[config.mk]
export PLATFORM = sky130hd
export DESIGN_NAME = operand_demux_1x2_4bit_flat
export DESIGN_NICKNAME = d
export VERILOG_FILES = /design/src/rtl/operand_demux_1x2_4bit_if.sv /design/src/rtl/operand_demux_1x2_4bit.sv /design/src/flat_wrapper.sv
export SDC_FILE = /design/constraint.sdc
export NUM_CORES = 1
export LEC_CHECK = 0
export CAP_MARGIN = 0
export CORE_MARGIN = 2
export CORE_UTILIZATION = 64
export CTS_BUF_LIST = sky130_fd_sc_hd__clkbuf_2 sky130_fd_sc_hd__clkbuf_4 sky130_fd_sc_hd__clkbuf_8
export CTS_CLUSTER_SIZE = 12
export DETAILED_ROUTE_END_ITERATION = 10
export DONT_BUFFER_PORTS = 1
export GPL_TIMING_DRIVEN = 0
export PLACE_DENSITY_LB_ADDON = 0.08
export REMOVE_ABC_BUFFERS = 1
export SYNTH_ARGS = -nofsm -noshare
export SYNTH_HDL_FRONTEND = slang
export SYNTH_SLANG_ARGS = --single-unit
[constraint.sdc]
create_clock -name clk_i -period 2.2 [get_ports clk_i]
set_input_delay 0 -clock clk_i [delete_from_list [all_inputs] [get_ports clk_i]]
set_output_delay 0 -clock clk_i [all_outputs]
set_load 0.01 [all_outputs]
[src/rtl/operand_demux_1x2_4bit_if.sv]
// operand_demux_1x2_4bit_if: byte stream in, operand pair out with valid/ready, error/overrun pulses
//   master: UART receiver / consumer side (drives rx_data_i, rx_valid_i, out_ready_i)
//   slave:  the demux (drives a_o, b_o, out_valid_o, error_o, overrun_o)
interface operand_demux_1x2_4bit_if;
   logic [7:0] rx_data_i;
   logic       rx_valid_i;
   logic [3:0] a_o;
   logic [3:0] b_o;
   logic       out_valid_o;
   logic       out_ready_i;
   logic       error_o;
   logic       overrun_o;
   modport master (
      output rx_data_i, rx_valid_i, out_ready_i,
      input  a_o, b_o, out_valid_o, error_o, overrun_o
   );
   modport slave (
      input  rx_data_i, rx_valid_i, out_ready_i,
      output a_o, b_o, out_valid_o, error_o, overrun_o
   );
endinterface

[src/rtl/operand_demux_1x2_4bit.sv]
// operand_demux_1x2_4bit: decode ASCII hex digits, steer alternate digits to operands A/B
//   clk_i, rst_i : clock, synchronous active-high reset
//   bus (slave)  : rx_data_i/rx_valid_i byte strobe in; a_o/b_o/out_valid_o/out_ready_i pair out;
//                  error_o (invalid byte), overrun_o (digit dropped while pair pending)
module operand_demux_1x2_4bit #(
   parameter bit IGNORE_CRLF = 1'b1
) (
   input logic                     clk_i,
   input logic                     rst_i,
   operand_demux_1x2_4bit_if.slave bus
);
   typedef enum logic [1:0] {WAIT_A, WAIT_B, HOLD} state_t;
   state_t     state, state_n;
   logic [7:0] d;
   logic [3:0] a_stage, a_stage_n, a_q, a_n, b_q, b_n, nib;
   logic       err_q, err_n, ovr_q, ovr_n, is_hex, skip, dig, bad, hs;
   assign d = bus.rx_data_i;
   always_comb begin
      is_hex = (d >= 8'h30 && d <= 8'h39) || (d >= 8'h41 && d <= 8'h46) || (d >= 8'h61 && d <= 8'h66);
      // letters have bit 6 set; low nibble 1..6 maps to 10..15
      nib = d[6] ? d[3:0] + 4'd9 : d[3:0];
      skip = IGNORE_CRLF && (d == 8'h0D || d == 8'h0A);
      dig = bus.rx_valid_i && !skip && is_hex;
      bad = bus.rx_valid_i && !skip && !is_hex;
      hs = (state == HOLD) && bus.out_ready_i;
      state_n = state;
      a_stage_n = a_stage;
      a_n = a_q;
      b_n = b_q;
      err_n = bad;
      ovr_n = 1'b0;
      case (state)
         WAIT_A: if (dig) begin
            a_stage_n = nib;
            state_n = WAIT_B;
         end
         WAIT_B: if (dig) begin
            a_n = a_stage;
            b_n = nib;
            state_n = HOLD;
         end else if (bad) state_n = WAIT_A;
         HOLD: if (hs) begin
            // a digit arriving with the handshake starts the next pair immediately
            a_stage_n = dig ? nib : a_stage;
            state_n = dig ? WAIT_B : WAIT_A;
         end else ovr_n = dig;
         default: state_n = WAIT_A;
      endcase
   end
   always_ff @(posedge clk_i) begin
      if (rst_i) begin
         state <= WAIT_A;
         a_stage <= '0;
         a_q <= '0;
         b_q <= '0;
         err_q <= 1'b0;
         ovr_q <= 1'b0;
      end else begin
         state <= state_n;
         a_stage <= a_stage_n;
         a_q <= a_n;
         b_q <= b_n;
         err_q <= err_n;
         ovr_q <= ovr_n;
      end
   end
   assign bus.a_o = a_q;
   assign bus.b_o = b_q;
   assign bus.out_valid_o = (state == HOLD);
   assign bus.error_o = err_q;
   assign bus.overrun_o = ovr_q;
endmodule

[src/flat_wrapper.sv]
// flat-port wrapper written by rule: the top's interface ports become plain ports
module operand_demux_1x2_4bit_flat 
#(
   parameter bit IGNORE_CRLF = 1'b1
)
  (clk_i, rst_i, bus_rx_data_i, bus_rx_valid_i, bus_out_ready_i, bus_a_o, bus_b_o, bus_out_valid_o, bus_error_o, bus_overrun_o);
  operand_demux_1x2_4bit_if bus_i ();
  input logic clk_i;
  input logic rst_i;
  input wire logic [$bits(bus_i.rx_data_i)-1:0] bus_rx_data_i;
  input wire logic [$bits(bus_i.rx_valid_i)-1:0] bus_rx_valid_i;
  input wire logic [$bits(bus_i.out_ready_i)-1:0] bus_out_ready_i;
  output wire logic [$bits(bus_i.a_o)-1:0] bus_a_o;
  output wire logic [$bits(bus_i.b_o)-1:0] bus_b_o;
  output wire logic [$bits(bus_i.out_valid_o)-1:0] bus_out_valid_o;
  output wire logic [$bits(bus_i.error_o)-1:0] bus_error_o;
  output wire logic [$bits(bus_i.overrun_o)-1:0] bus_overrun_o;
  assign bus_i.rx_data_i = bus_rx_data_i;
  assign bus_i.rx_valid_i = bus_rx_valid_i;
  assign bus_i.out_ready_i = bus_out_ready_i;
  assign bus_a_o = bus_i.a_o;
  assign bus_b_o = bus_i.b_o;
  assign bus_out_valid_o = bus_i.out_valid_o;
  assign bus_error_o = bus_i.error_o;
  assign bus_overrun_o = bus_i.overrun_o;
  operand_demux_1x2_4bit #(.IGNORE_CRLF(IGNORE_CRLF)) u_core (.clk_i(clk_i), .rst_i(rst_i), .bus(bus_i));
endmodule
==> flow_metrics.py <==
metrics = {
    "critical_path": {
        "worst-setup-path-type": "in -> reg",
        "r2r_slack_ns": 0.51,
        "reg2reg_to": "u_core.state[1]$_SDFFE_PP0P_",
        "rr_worst_depth": 4,
        "r2r-start": "u_core.state[0]$_SDFFE_PP0P_",
        "worstSetupEndpointType": "flip-flop",
        "required_ns": 2.37,
        "startpoint": "bus_rx_data_i[1]",
        "startpoint_type": "primary input",
        "arrival_ns": 2.03,
        "crit_path_max_fanout": 7,
    },
    "clock_network": {
        "path_clk_slew_ns": 0.09,
        "postCtsResizedCells": 0,
        "cts_buffers": 3,
        "ctsHoldBuffers": 10,
        "cts_tree": "built",
        "ctsRootBufferMaster": "clkbuf_4",
        "clockBufferDepth": 2,
        "cts_num_sinks": 16,
        "post_cts_buffers": 0,
        "cts_max_level": 1,
        "clock_latency_ns": 0.28,
    },
    "floorplan": {
        "num_rows": 13,
        "coreArea_um2": 1285,
        "fp.dieH_um": 41.00,
        "die_w_um": 41.00,
        "io_pins": 23,
        "die_area_um2": 1681,
        "start_util_pct": 68.16,
    },
    "global_routing": {
        "grt_max_degree": 17,
        "grt_pass1_vias": 523,
        "grt_pass1_wl_mm": 2.145,
        "antenna_found_initial": 0,
        "track_usage_pct": 20.45,
        "gr-total-overflow": 0,
    },
    "synthesis": {
        "netlist_instances": 88,
        "syn_area_um2": 875.8,
        "yosysUniqueCellTypes": 30,
        "synth_warnings": 0,
        "synth_seq_cells": 16,
        "syn_avg_cell_area_um2": 9.953,
        "ys_seq_area_share_pct": 36.57,
    },
    "sta": {
        "drv_slew": 0,
        "fin_crit_ns": 1.857,
        "fin_worst_skew_ns": 0.002315,
        "rsz0062_at_grt": "no",
        "fin_crit_sh_pct": 84.43,
        "hold_viol_final": 0,
        "finalSetupViolCount": 0,
        "tightestPinTransition_ns": 0.4733,
        "slew_headroom_pct": 68.34,
        "tns_ns": 0,
        "max_freq_mhz": 538.4,
    },
    "min_path": {
        "min_from": "bus_rx_data_i[6]",
        "hold_path_end": "u_core.bus.b_o[2]$_SDFFE_PP0P_",
        "holdCritPathClass": "in -> reg",
        "whs_path_depth": 4,
    },
    "route": {
        "vias_per_cell": 5.614,
        "wl_mm": 1.555,
        "post_drt_wl_per_cell_um": 13.64,
        "ant_nets": 0,
        "drc": 0,
        "drt_iter0_markers": 2,
        "first_pass_iters": 4,
        "vias": 640,
    },
    "placed_design": {
        "portBuffers": 0,
        "gp_congestion": 0.7533,
        "placed_cells": 99,
        "hpwl_mm": 1.044,
    },
    "pwr": {
        "vdd_drop_max_mv": 0.2890,
        "intPower_mw": 0.4260,
        "fin_total_pwr_mw": 0.5455,
        "pwr-share-clk_pct": 34.9,
        "power.density_nw_per_um2": 532.4,
        "switchingPower_mw": 0.1195,
        "seqPwrFrac_pct": 54.0,
        "p_leak_nw": 0.4461,
        "netSwitchingFraction_pct": 21.91,
        "pwr-share-comb_pct": 11.1,
    },
    "status": {
        "status": "finished clean",
    },
    "layout": {
        "final_core_util_pct": 79.75,
        "regArea_um2": 320.3,
        "syn2layout_area_growth_pct": 17.00,
        "layout-drive-gt1-share_pct": 16.16,
        "instances_no_fill": 114,
        "final.fill_count": 80,
        "multi_input_area_um2": 528.0,
        "num_antenna_cells": 0,
        "fin_nets": 116,
    },
    "run": {
        "maxCapViolCount": 0,
    },
}
[through the flow]
| stage | setup WS (ns) | hold slack (ns) | cell area [µm²] |
|---|---|---|---|
| after CTS | 0.3745 | 0.009770 | 1015 |
| after global placement | 0.4315 | 0.07183 | 878.3 |
| after floorplan | 0.5017 | 0.06907 | 859.6 |
| after global routing | 0.2479 | 0.02153 | 1025 |
| after detailed placement | 0.4061 | 0.07474 | 878.3 |
| final | 0.3426 | 0.01090 | 1025 |
[synthesized netlist by cell type]
cell type | number | area share (%)
dfxtp_1 | 16 | 37
nand2b_1 | 10 | 7.1
mux2i_1 | 8 | 9.1
nand2_1 | 7 | 3.0
nor2b_1 | 6 | 4.3
ha_1 | 4 | 5.7
mux2_4 | 4 | 6.9
a21oi_1 | 3 | 1.7
clkbuf_1 | 3 | 1.3
inv_1 | 3 | 1.3
nand3_1 | 2 | 1.1
nor2_1 | 2 | 0.86
nor3_1 | 2 | 1.1
xor2_1 | 2 | 2.0
a211oi_4 | 1 | 2.3
a31oi_1 | 1 | 0.71
a41o_2 | 1 | 1.3
and2_1 | 1 | 0.71
and3_2 | 1 | 0.86
buf_2 | 1 | 0.57
mux2_2 | 1 | 1.3
nand3_2 | 1 | 1.1
nand3_4 | 1 | 2.0
nand4b_1 | 1 | 1.0
nor4_1 | 1 | 0.71
nor4b_1 | 1 | 1.0
o21a_1 | 1 | 0.86
or3_4 | 1 | 1.3
or4b_2 | 1 | 1.1
xnor2_1 | 1 | 1.0
[placed cells by master (no fill, tap or decap)]
cell type      Yosys  routed
dfxtp_1           16      16
a211oi_4           1       1
a41o_2             1       1
xnor2_1            1       1
mux2_4             4       4
clkbuf_8           0       1
inv_1              3       3
ha_1               4       4
nand3_1            2       2
and2_1             1       1
nand3_4            1       1
nand4b_1           1       1
o21a_1             1       1
and3_2             1       1
dlygate4sd3_1      0      11
or3_4              1       1
nor3_1             2       2
nand2b_1          10      10
mux2_2             1       1
nor2_1             2       2
nand3_2            1       1
nor4b_1            1       1
mux2i_1            8       8
nand2_1            7       7
a31oi_1            1       1
nor2b_1            6       6
clkbuf_4           0       3
xor2_1             2       2
a21oi_1            3       3
or4b_2             1       1
nor4_1             1       1
[worst max-delay path: stages]
cell and delay, ns:
inv_1 0.03, ha_1 0.20, or4b_2 0.67, nand4b_1 0.16, a211oi_4 0.12, nand3_4 0.17
a21oi_1 0.09, dlygate4sd3_1 0.58
[kinds of logic after synthesis]
group	Yosys count	synth area share, %
flops	16	36.57
simple gates	38	27.43
buf+inv	7	3.142
xor+xnor	3	3.001
compound gates	7	6.857
fa+ha+maj	4	5.715
mux	13	17.29
[area by class of cell]
| class | instances | area share (%) |
|---|---|---|
| Timing Repair Buffer | 11 | 10.74 |
| Sequential cell | 16 | 31.26 |
| Multi-Input combinational cell | 65 | 51.53 |
| Tap cell | 15 | 1.832 |
| Clock buffer | 4 | 3.541 |
| Inverter | 3 | 1.099 |
[state kept, by name (all words and copies together), names as in the netlist]
signal and cells:
u_core.bus.b_o 4, u_core.bus.a_o 4, u_core.bus.error_o 1, u_core.state 2
u_core.bus.overrun_o 1, u_core.a_stage 4
[metal layers]
metal / vias up / wire, µm / track usage, %
li1: 323 / - / -
met1: 295 / 666 / 22.92
met2: 20 / 782 / 33.98
met3: 2 / 93 / 7.065
met4: 0 / 13 / 10.00
met5: - / 0 / 0
[worst max path at each step]
stage / end / slack (ns) / cells after the start
2_1_floorplan: u_core.bus.a_o[1]$_SDFFE_PP0P_ / 0.50 / 7
3_3_place_gp: u_core.bus.b_o[3]$_SDFFE_PP0P_ / 0.43 / 7
3_5_place_dp: u_core.bus.b_o[3]$_SDFFE_PP0P_ / 0.41 / 7
4_1_cts: u_core.state[1]$_SDFFE_PP0P_ / 0.37 / 8
5_1_grt: u_core.state[1]$_SDFFE_PP0P_ / 0.25 / 8
6_report: u_core.state[1]$_SDFFE_PP0P_ / 0.34 / 8
[power groups by stage]
stage                     clock network (mW)  logic, mW  registers (mW)
after global placement                     0     0.0425           0.301
after CTS                              0.193     0.0591           0.294
after detailed placement                   0     0.0433           0.301
after floorplan                            0     0.0380           0.301
final                                  0.190     0.0607           0.294
after global routing                   0.204     0.0665           0.295
Note: power is estimated with default switching activity, not from simulation.
